==> config.mk <==
export PLATFORM = sky130hd
export DESIGN_NAME = fir_mac_scheduler
export DESIGN_NICKNAME = d
export VERILOG_FILES = /design/src/rtl/audio_pkg.sv /design/src/rtl/ctrl_delay_line.sv /design/src/rtl/fir_mac_scheduler.sv
export SDC_FILE = /design/constraint.sdc
export NUM_CORES = 1
export LEC_CHECK = 0
export CAP_MARGIN = 20
export CORE_ASPECT_RATIO = 1.5
export CORE_MARGIN = 2
export CORE_UTILIZATION = 40
export CTS_CLUSTER_DIAMETER = 60
export DETAILED_ROUTE_END_ITERATION = 10
export PLACE_DENSITY = 0.69
export SETUP_SLACK_MARGIN = 0.2
export SLEW_MARGIN = 15
export SYNTH_ARGS = -nofsm -noshare
export SYNTH_HDL_FRONTEND = slang
export SYNTH_SLANG_ARGS = --single-unit
==> constraint.sdc <==
create_clock -name clk -period 3.4 [get_ports clk]
set_input_delay 0.34 -clock clk [delete_from_list [all_inputs] [get_ports clk]]
set_output_delay 0.34 -clock clk [all_outputs]
set_load 0.02 [all_outputs]
==> src/rtl/audio_pkg.sv <==
// rtl/audio_pkg.sv - shared FSM state, sample width and channel encoding for the FIR path
package audio_pkg;

  localparam int SAMPLE_W = 24;

  localparam logic CH_L = 1'b0;
  localparam logic CH_R = 1'b1;

  typedef enum logic [2:0] {
    ST_IDLE  = 3'd0,
    ST_WRITE = 3'd1,
    ST_ISSUE = 3'd2,
    ST_DRAIN = 3'd3,
    ST_DONE  = 3'd4
  } sched_state_t;

endpackage

==> src/rtl/ctrl_delay_line.sv <==
// rtl/ctrl_delay_line.sv - fixed-depth shift register aligning MAC control tags with RAM/multiplier latency
module ctrl_delay_line #(
  parameter int W     = 1,
  parameter int DEPTH = 3
) (
  input  logic         clk,
  input  logic         reset_n,
  input  logic         clr,
  input  logic [W-1:0] d,
  output logic [W-1:0] q
);

  logic [W-1:0] r_stage [DEPTH];

  // Advance tags one stage per cycle; clr flushes everything in flight.
  always_ff @(posedge clk or negedge reset_n) begin
    if (!reset_n) begin
      for (int i = 0; i < DEPTH; i++) r_stage[i] <= '0;
    end else if (clr) begin
      for (int i = 0; i < DEPTH; i++) r_stage[i] <= '0;
    end else begin
      r_stage[0] <= d;
      for (int i = 1; i < DEPTH; i++) r_stage[i] <= r_stage[i-1];
    end
  end

  assign q = r_stage[DEPTH-1];

endmodule

==> src/rtl/fir_mac_scheduler.sv <==
// rtl/fir_mac_scheduler.sv - time-shares one MAC and one history RAM across all filters and both channels
module fir_mac_scheduler
  import audio_pkg::*;
#(
  parameter int  NUM_FILTERS = 4,
  parameter int  TAP_W       = 8,
  parameter int  PIPE_LAT    = 3,
  localparam int FW          = (NUM_FILTERS > 1) ? $clog2(NUM_FILTERS) : 1
) (
  input  logic                clk,
  input  logic                reset_n,
  input  logic                run,
  input  logic [TAP_W-1:0]    taps_per_filter,
  input  logic                l_data_en,
  input  logic                r_data_en,
  input  logic [SAMPLE_W-1:0] l_data_in,
  input  logic [SAMPLE_W-1:0] r_data_in,
  output logic                hist_we,
  output logic [SAMPLE_W-1:0] hist_wr_data,
  output logic                hist_ch,
  output logic [TAP_W-1:0]    hist_addr,
  output logic [FW+TAP_W-1:0] coef_addr,
  output logic                mac_en,
  output logic                mac_clr,
  output logic                acc_store,
  output logic [FW-1:0]       acc_filt,
  output logic                acc_ch,
  output logic                l_data_valid,
  output logic                r_data_valid,
  output logic                busy,
  output logic                overrun
);

  localparam int DW = (PIPE_LAT > 1) ? $clog2(PIPE_LAT) : 1;
  localparam int CW = 3 + FW + 1;

  sched_state_t        r_state, w_next;
  logic [1:0]          r_pend;
  logic [SAMPLE_W-1:0] r_pend_data [2];
  logic [TAP_W-1:0]    r_head [2];
  logic                r_ch;
  logic [SAMPLE_W-1:0] r_sample;
  logic [TAP_W-1:0]    r_n;
  logic [TAP_W-1:0]    r_base;
  logic [TAP_W-1:0]    r_k;
  logic [FW-1:0]       r_f;
  logic [DW-1:0]       r_drain;
  logic                r_overrun;

  logic [1:0]          w_en;
  logic [SAMPLE_W-1:0] w_din [2];
  logic                w_accept;
  logic                w_sel;
  logic                w_last_k;
  logic                w_last_f;
  logic                w_drain_end;
  logic                w_issue;
  logic                w_first;
  logic                w_last;
  logic [CW-1:0]       w_ctrl_in;
  logic [CW-1:0]       w_ctrl_out;

  assign w_en        = {r_data_en, l_data_en};
  assign w_din[0]    = l_data_in;
  assign w_din[1]    = r_data_in;
  assign w_accept    = run && (r_state == ST_IDLE) && (r_pend != 2'b00);
  assign w_sel       = r_pend[CH_L] ? CH_L : CH_R;
  // N == 0 encodes 2^TAP_W taps: N-1 then wraps to the all-ones tap index.
  assign w_last_k    = (r_k == r_n - TAP_W'(1));
  assign w_last_f    = (r_f == FW'(NUM_FILTERS - 1));
  assign w_drain_end = (r_drain == DW'(PIPE_LAT - 1));
  assign w_issue     = (r_state == ST_ISSUE);
  assign w_first     = w_issue && (r_k == '0);
  assign w_last      = w_issue && w_last_k;

  // Per-channel pending capture; a strobe on an unaccepted pending slot is dropped and flagged.
  always_ff @(posedge clk or negedge reset_n) begin
    if (!reset_n) begin
      r_pend         <= '0;
      r_pend_data[0] <= '0;
      r_pend_data[1] <= '0;
      r_overrun      <= 1'b0;
    end else if (!run) begin
      r_pend    <= '0;
      r_overrun <= 1'b0;
    end else begin
      for (int c = 0; c < 2; c++) begin
        if (w_en[c]) begin
          if (r_pend[c] && !(w_accept && (int'(w_sel) == c))) begin
            r_overrun <= 1'b1;
          end else begin
            r_pend[c]      <= 1'b1;
            r_pend_data[c] <= w_din[c];
          end
        end else if (w_accept && (int'(w_sel) == c)) begin
          r_pend[c] <= 1'b0;
        end
      end
    end
  end

  // Sample/N latch at accept, head advance at write, slot and drain counters.
  always_ff @(posedge clk or negedge reset_n) begin
    if (!reset_n) begin
      r_head[0] <= '0;
      r_head[1] <= '0;
      r_ch      <= CH_L;
      r_sample  <= '0;
      r_n       <= '0;
      r_base    <= '0;
      r_k       <= '0;
      r_f       <= '0;
      r_drain   <= '0;
    end else if (!run) begin
      r_head[0] <= '0;
      r_head[1] <= '0;
    end else begin
      case (r_state)
        ST_IDLE: begin
          if (w_accept) begin
            r_ch     <= w_sel;
            r_sample <= r_pend_data[w_sel];
            r_n      <= taps_per_filter;
          end
        end
        ST_WRITE: begin
          r_base         <= r_head[r_ch];
          r_head[r_ch]   <= r_head[r_ch] + TAP_W'(1);
          r_k            <= '0;
          r_f            <= '0;
        end
        ST_ISSUE: begin
          r_drain <= '0;
          if (w_last_k) begin
            r_k <= '0;
            r_f <= r_f + FW'(1);
          end else begin
            r_k <= r_k + TAP_W'(1);
          end
        end
        ST_DRAIN: r_drain <= r_drain + DW'(1);
        default: ;
      endcase
    end
  end

  // State register.
  always_ff @(posedge clk or negedge reset_n) begin
    if (!reset_n) r_state <= ST_IDLE;
    else          r_state <= w_next;
  end

  // Next-state decode; run low forces a return to IDLE on the next cycle.
  always_comb begin
    w_next = r_state;
    case (r_state)
      ST_IDLE:  if (w_accept) w_next = ST_WRITE;
      ST_WRITE: w_next = ST_ISSUE;
      ST_ISSUE: if (w_last_k && w_last_f) w_next = ST_DRAIN;
      ST_DRAIN: if (w_drain_end) w_next = ST_DONE;
      ST_DONE:  w_next = ST_IDLE;
      default:  w_next = ST_IDLE;
    endcase
    if (!run) w_next = ST_IDLE;
  end

  // History/coefficient addressing and completion strobes decoded from the current state.
  always_comb begin
    hist_we      = 1'b0;
    hist_wr_data = '0;
    hist_ch      = 1'b0;
    hist_addr    = '0;
    coef_addr    = '0;
    l_data_valid = 1'b0;
    r_data_valid = 1'b0;
    case (r_state)
      ST_WRITE: begin
        hist_we      = 1'b1;
        hist_wr_data = r_sample;
        hist_ch      = r_ch;
        hist_addr    = r_head[r_ch];
      end
      ST_ISSUE: begin
        hist_ch   = r_ch;
        hist_addr = r_base - r_k;
        coef_addr = {r_f, r_k};
      end
      ST_DONE: begin
        l_data_valid = (r_ch == CH_L);
        r_data_valid = (r_ch == CH_R);
      end
      default: ;
    endcase
  end

  assign busy    = (r_state != ST_IDLE);
  assign overrun = r_overrun;

  assign w_ctrl_in = {w_issue, w_first, w_last, (w_issue ? r_f : FW'(0)), (w_issue & r_ch)};

  ctrl_delay_line #(
    .W     (CW),
    .DEPTH (PIPE_LAT)
  ) u_ctrl_dl (
    .clk     (clk),
    .reset_n (reset_n),
    .clr     (!run),
    .d       (w_ctrl_in),
    .q       (w_ctrl_out)
  );

  assign mac_en    = w_ctrl_out[CW-1];
  assign mac_clr   = w_ctrl_out[CW-2];
  assign acc_store = w_ctrl_out[CW-3];
  assign acc_filt  = w_ctrl_out[FW:1];
  assign acc_ch    = w_ctrl_out[0];

endmodule

==> results.json, run 1 <==
{
  "layout_commonest_cell": "dfrtp_1",
  "start_kind": "flip-flop",
  "hp-start": "u_ctrl_dl.r_stage[14]",
  "chipHeight_um": 163,
  "remaining_drc_errors": 0,
  "dieArea_um2": 17900,
  "finalHoldViolations": 0,
  "route.vias.total": 5050,
  "synth-edff-count": 0,
  "io_pins": 115,
  "antenna_found_initial": 0,
  "hp-class": "flip-flop to flip-flop",
  "leakage_nw": 3.82,
  "overflow": 0,
  "tns_ns": 0,
  "drive_above_1_share_pct": 9.05,
  "ys.flop_type": "dfrtp_1",
  "core.rowCount": 58,
  "cts.sinks": 141,
  "pwr_density_cell_nw_per_um2": 607,
  "ant_nets": 0,
  "fmax_mhz": 333,
  "cts_buffer_depth": 2,
  "postCtsSetupRepairBufs": 0,
  "arrival_ns": 2.66,
  "hold_path_end": "u_ctrl_dl.r_stage[8]",
  "grt_pass1_wl_um": 26300,
  "cap_violations": 0,
  "ys_types": 57,
  "fin_util_pct": 52.3,
  "viasPerCell": 5.25,
  "cts_made_buffers": 17,
  "grt_max_degree": 83,
  "final.min_clock_period_ns": 3.00,
  "combPwrFrac_pct": 24.2,
  "cpPeakStageDelay_ns": 0.66,
  "cts_tree": "done",
  "drt_iter0_markers": 273,
  "finalNetCount": 813,
  "finalMaxSlewViolations": 0,
  "synthCells": 626,
  "grt.total_usage_pct": 18.9,
  "avgSynthCellArea_um2": 10.8,
  "timing.slew.headroom_pct": 39.4,
  "p_seq_share_pct": 42.1,
  "worst_slew_pin_slew_ns": 0.909,
  "clk-insertion-delay-late_ns": 0.42,
  "vdd_drop_max_uv": 330,
  "wl_per_cell_um": 16.5,
  "p_int_w": 0.00357,
  "setup_viol": 0,
  "synth_warnings": 0,
  "whs_path_depth": 1,
  "h-tree-depth": 4,
  "path_cells": "inv_2 > or3_1 > o32ai_1 > clkdlybuf4s50_1",
  "synth_top_area_share_pct": 52.3,
  "dp_hpwl_um": 11300,
  "synth_top_area_cell": "dfrtp_1",
  "synth.area.top_cells": "dfrtp_1, mux2_1, mux2i_1",
  "crit_fanout": 15,
  "wirelength_um": 15800,
  "clockPowerShare_pct": 33.8,
  "r2r-start": "r_n[0]",
  "portBuffers": 114,
  "grt_setup_unrepaired": "no",
  "critPathCaptureType": "primary output",
  "critical_path_class": "flip-flop to primary output",
  "switching_share_pct": 32.4,
  "reg2reg_to": "r_k[5]",
  "crit_required_ns": 3.06,
  "grt_pass1_vias": 5338,
  "skew_ns": 0.0109,
  "n_antenna_cell": 0,
  "start_util_pct": 40.6,
  "rrSetupSlack_ns": 0.64,
  "switchingPower_w": 0.00171,
  "finalCritPeriodShare_pct": 88.2,
  "slowest_stage": "clkdlybuf4s50_1",
  "synthArstFlopShare_pct": 100,
  "r2r.worst_path.cells": 8,
  "final_cell_mix": "dfrtp_1, clkdlybuf4s50_1, nand2_1, mux2_1, nor2_1",
  "ys_seq_elements": 141,
  "synthesis.nets": 701,
  "status": "finished clean",
  "area_growth_pct": 28.9,
  "netlist_area_um2": 6740,
  "path_clk_slew_ns": 0.06,
  "ys_seq_area_share_pct": 52.3,
  "place_congestion": 0.907,
  "dr.pass1.iters": 6,
  "cts_root_buffer": "clkbuf_16",
  "fillers": 1480,
  "fp.coreArea_um2": 16600,
  "die_x_um": 110
}
## cell usage after synthesis, drive strengths merged (13+ instances only)
library cell	n
xor2	13
and3	26
and2	28
nor2	49
mux2	52
inv	25
nand2	51
a21oi	29
dfrtp	141
o21ai	28
clkbuf	25
ha	13
mux2i	35
## flip-flops by register name, summed over array words and instances (netlist names)
name and cells:
r_state 3, r_sample 24, r_f 2, u_ctrl_dl.r_stage 12
u_ctrl_dl.q 6, overrun 1, r_n 8, r_base 8
r_k 8, r_head 16, r_drain 2, r_pend_data 48
r_ch 1, r_pend 2
## logic make-up (layout without fill, tap and decap cells)
| logic type | count (synthesis) | count (layout) | share of synthesized area (%) |
|---|---|---|---|
| muxes | 87 | 87 | 13.9 |
| and+or+nand+nor | 197 | 197 | 14.9 |
| AOI/OAI and AO/OA | 100 | 100 | 9.09 |
| DFF | 141 | 141 | 52.3 |
| xor gates and xnor gates | 25 | 25 | 3.25 |
| buffers and inverters | 62 | 187 | 3.90 |
| adders and majority gates | 14 | 14 | 2.71 |
## critical path, delay by kind of cell (launching register included)
| family | cells | cell delay (ns) |
|---|---|---|
| and+or+nand+nor | 1 | 0.62 |
| AOI/OAI and AO/OA | 1 | 0.36 |
| DFF | 1 | 0.52 |
| buffers and inverters | 2 | 0.74 |
## layout make-up
cell class	count	area, um^2	share of cell area (%)
Sequential cell	141	3530	40.6
Multi-Input combinational cell	423	2970	34.2
Timing Repair Buffer	130	1270	14.6
Clock buffer	17	425	4.89
Tap cell	210	263	3.02
Clock inverter	15	139	1.60
Inverter	25	93.8	1.08
## per-stage QoR
| stage | hold slack, ns | instance area, um^2 | power (W) | worst slack, ns | instances |
|---|---|---|---|---|---|
| 6_report | 0.453 | 8700 | 0.00528 | 0.401 | 961 |
| 5_1_grt | 0.478 | 8700 | 0.00558 | 0.234 | 961 |
| 4_1_cts | 0.460 | 8690 | 0.00533 | 0.202 | 961 |
| 3_5_place_dp | 0.427 | 8120 | 0.00352 | 0.429 | 928 |
| 3_3_place_gp | 0.412 | 8120 | 0.00347 | 0.461 | 928 |
| 2_1_floorplan | 0.0444 | 6740 | 0.00302 | 0.996 | 626 |
## per-layer routing
| metal | vias to the layer above | track usage (%) | wire length (um) |
|---|---|---|---|
| li1 | 2395 | - | - |
| met1 | 2502 | 21.7 | 6190 |
| met2 | 126 | 33.6 | 8660 |
| met3 | 27 | 4.31 | 644 |
| met4 | 0 | 6.90 | 309 |
| met5 | - | 0 | 0 |
## what timing repair did
action / CTS / global route
endpoints found under the hold margin: 53 / 0
pin swaps: 0 / 1
endpoints found under the setup margin: 3 / 3
gates resized for setup: 3 / 6
hold buffers: 1 / 0
## power groups by stage
stage	sequential [W]	clock, W	combinational, W
2_1_floorplan	0.00215	0	0.000873
3_3_place_gp	0.00222	0	0.00125
3_5_place_dp	0.00224	0	0.00128
4_1_cts	0.00222	0.00183	0.00129
5_1_grt	0.00226	0.00190	0.00142
6_report	0.00222	0.00178	0.00127
## worst max-delay path by stage
stage	start	to	slack (ns)	cells after the start
floorplan	r_k[0]	hist_addr[6]	1.0	9
global placement	r_k[0]	hist_addr[6]	0.46	10
detailed placement	r_k[0]	hist_addr[6]	0.43	10
CTS	r_k[0]	hist_addr[6]	0.20	10
global route	r_base[0]	hist_addr[6]	0.23	11
finish	r_state[1]	hist_addr[3]	0.40	4
No activity file was read; power rests on OpenSTA's default activity.
==> inputs of run 2 (changes only) <==
Settings changed: CORE_UTILIZATION 40 to 53, PLACE_DENSITY 0.69 to 0.86.
==> run 2 against run 1 <==
Against the previous run:
- the flow now finishes with violations (hold timing)
- clock skew rose by 0.0017 ns
- critical path depth rose by 5
- maximum frequency fell by 1.4%
- final cell count fell by 5.4%
- power rose by 3.9%
- clock-buffer cell count did not move
- worst hold slack got worse by 0.50 ns
- global-route usage rose by 5.2 points
- largest cell class unchanged
- highest routed layer unchanged
- sequential power barely moved
- combinational power rose by 6%
- via count rose by 1.5%
- design area did not move
==> results.json, run 2 (same netlist as run 1, synthesis figures left out) <==
{
  "status": "finished with violations",
  "violations": "hold timing",
  "drive_above_1_share_pct": 9.30,
  "layout_commonest_cell": "dfrtp_1",
  "fillers": 904,
  "portBuffers": 114,
  "overflow": 0,
  "drt_iter0_markers": 247,
  "grt.total_usage_pct": 24.1,
  "wl_per_cell_um": 17.5,
  "io_pins": 115,
  "chipHeight_um": 142,
  "critical_path_class": "flip-flop to primary output",
  "finalHoldViolations": 29,
  "wirelength_um": 15900,
  "area_growth_pct": 28.9,
  "pwr_density_cell_nw_per_um2": 631,
  "cap_violations": 0,
  "worst_slew_pin_slew_ns": 0.809,
  "tns_ns": 0,
  "core.rowCount": 50,
  "clk-insertion-delay-late_ns": 0.41,
  "crit_required_ns": 3.06,
  "place_inst": 874,
  "cts_hold_buf": 0,
  "ant_nets": 0,
  "fmax_mhz": 329,
  "path_clk_slew_ns": 0.06,
  "place_congestion": 0.842,
  "final.min_clock_period_ns": 3.04,
  "largestRegisters": "r_pend_data: 48 flops, r_sample: 24 flops, r_head: 16 flops",
  "start_util_pct": 54.2,
  "h-tree-depth": 4,
  "fp.coreArea_um2": 12400,
  "antenna_found_initial": 0,
  "final_cell_mix": "dfrtp_1, clkdlybuf4s50_1, nand2_1, mux2_1, nor2_1",
  "grt_setup_unrepaired": "no",
  "start_kind": "flip-flop",
  "critPathCaptureType": "primary output",
  "cts_made_buffers": 17,
  "cts_buffer_depth": 2,
  "skew_ns": 0.0126,
  "vdd_drop_max_uv": 414,
  "dieArea_um2": 13700,
  "n_antenna_cell": 0,
  "dp_hpwl_um": 11200,
  "cts_tree": "done",
  "largest_register_ffs": 48,
  "leakage_nw": 3.84,
  "grt_max_degree": 84,
  "finalMaxSlewViolations": 0,
  "cts.sinks": 141,
  "grt_pass1_vias": 5353,
  "viasPerCell": 5.64,
  "arrival_ns": 2.70,
  "cts_root_buffer": "clkbuf_16",
  "final_cells": 909,
  "route.vias.total": 5125,
  "finalCritPeriodShare_pct": 89.5,
  "top_register": "r_pend_data",
  "grt_pass1_wl_um": 25400,
  "hold_slack_ns": -0.0448,
  "remaining_drc_errors": 0,
  "die_x_um": 96.1,
  "finalNetCount": 815,
  "hp-class": "primary input to asynchronous set/reset pin",
  "timing.slew.headroom_pct": 45.6,
  "crit_fanout": 2,
  "dr.pass1.iters": 5,
  "setup_viol": 0
}
[run 2: layer usage]
layer | share of wire, % | global-route usage, % | vias up | wire, um
met5 | 0 | 0 | - | 0
met4 | 3.5 | 9.92 | 0 | 555
met3 | 4.6 | 4.77 | 43 | 731
met2 | 54 | 42.4 | 164 | 8530
met1 | 38 | 28.2 | 2519 | 6120
li1 | - | - | 2399 | -
[run 2: metrics by stage]
stage	instance area (um^2)	hold slack (ns)	setup slack, ns	total power (W)	utilization [%]
after floorplan	6740	0.0444	0.996	0.00302	-
after global placement	8050	0.429	0.455	0.00345	64.7
after detailed placement	8050	0.440	0.390	0.00353	64.7
after CTS	8670	0.000497	0.176	0.00549	69.6
after global routing	8700	0.0328	0.232	0.00575	69.8
final	8700	-0.0448	0.358	0.00548	69.8
[run 2: power by group]
group	switching [W]	leakage (nW)	internal [W]	total (W)
Clock	0.000808	0.307	0.00113	0.00194
Combinational	0.000696	1.77	0.000646	0.00134
Sequential	0.000228	1.76	0.00198	0.00221
Total	0.00173	3.84	0.00375	0.00548
[run 2: final timing paths]
check / start / to / slack, ns / depth (start not counted)
worst max-delay path: r_base[0] / hist_addr[4] / 0.36 / 9
worst min register to register: u_ctrl_dl.r_stage[17] / u_ctrl_dl.r_stage[11] / 0.46 / 1
max in group asynchronous: reset_n / r_pend_data[4] / 2.61 / 2
worst max register to register: r_n[0] / r_k[5] / 0.70 / 8
worst min-delay path: reset_n / r_pend_data[19] / -0.04 / 1
min in group clk: u_ctrl_dl.r_stage[17] / u_ctrl_dl.r_stage[11] / 0.46 / 1
[run 2: layout make-up]
cell class,instances,area (um^2),area share (%)
Clock buffer,17,425,4.89
Clock inverter,15,196,2.26
Inverter,25,93.8,1.08
Multi-Input combinational cell,423,2970,34.2
Sequential cell,141,3530,40.6
Tap cell,156,195,2.24
Timing Repair Buffer,132,1280,14.7
[run 2: worst max-delay path: stages, from the launching register on]
cell and delay (ns):
dfrtp_1 0.38, inv_1 0.06, ha_1 0.17, inv_1 0.06
fa_1 0.41, a21o_1 0.19, a21oi_2 0.16, xnor2_1 0.08
o22ai_1 0.14, clkdlybuf4s50_1 0.64
[run 2: what timing repair did]
item / in CTS / in global routing
buffers inserted: 0 / 3
endpoints found under the setup margin: 3 / 3
gates resized for setup: 3 / 6
cloned: 0 / 0
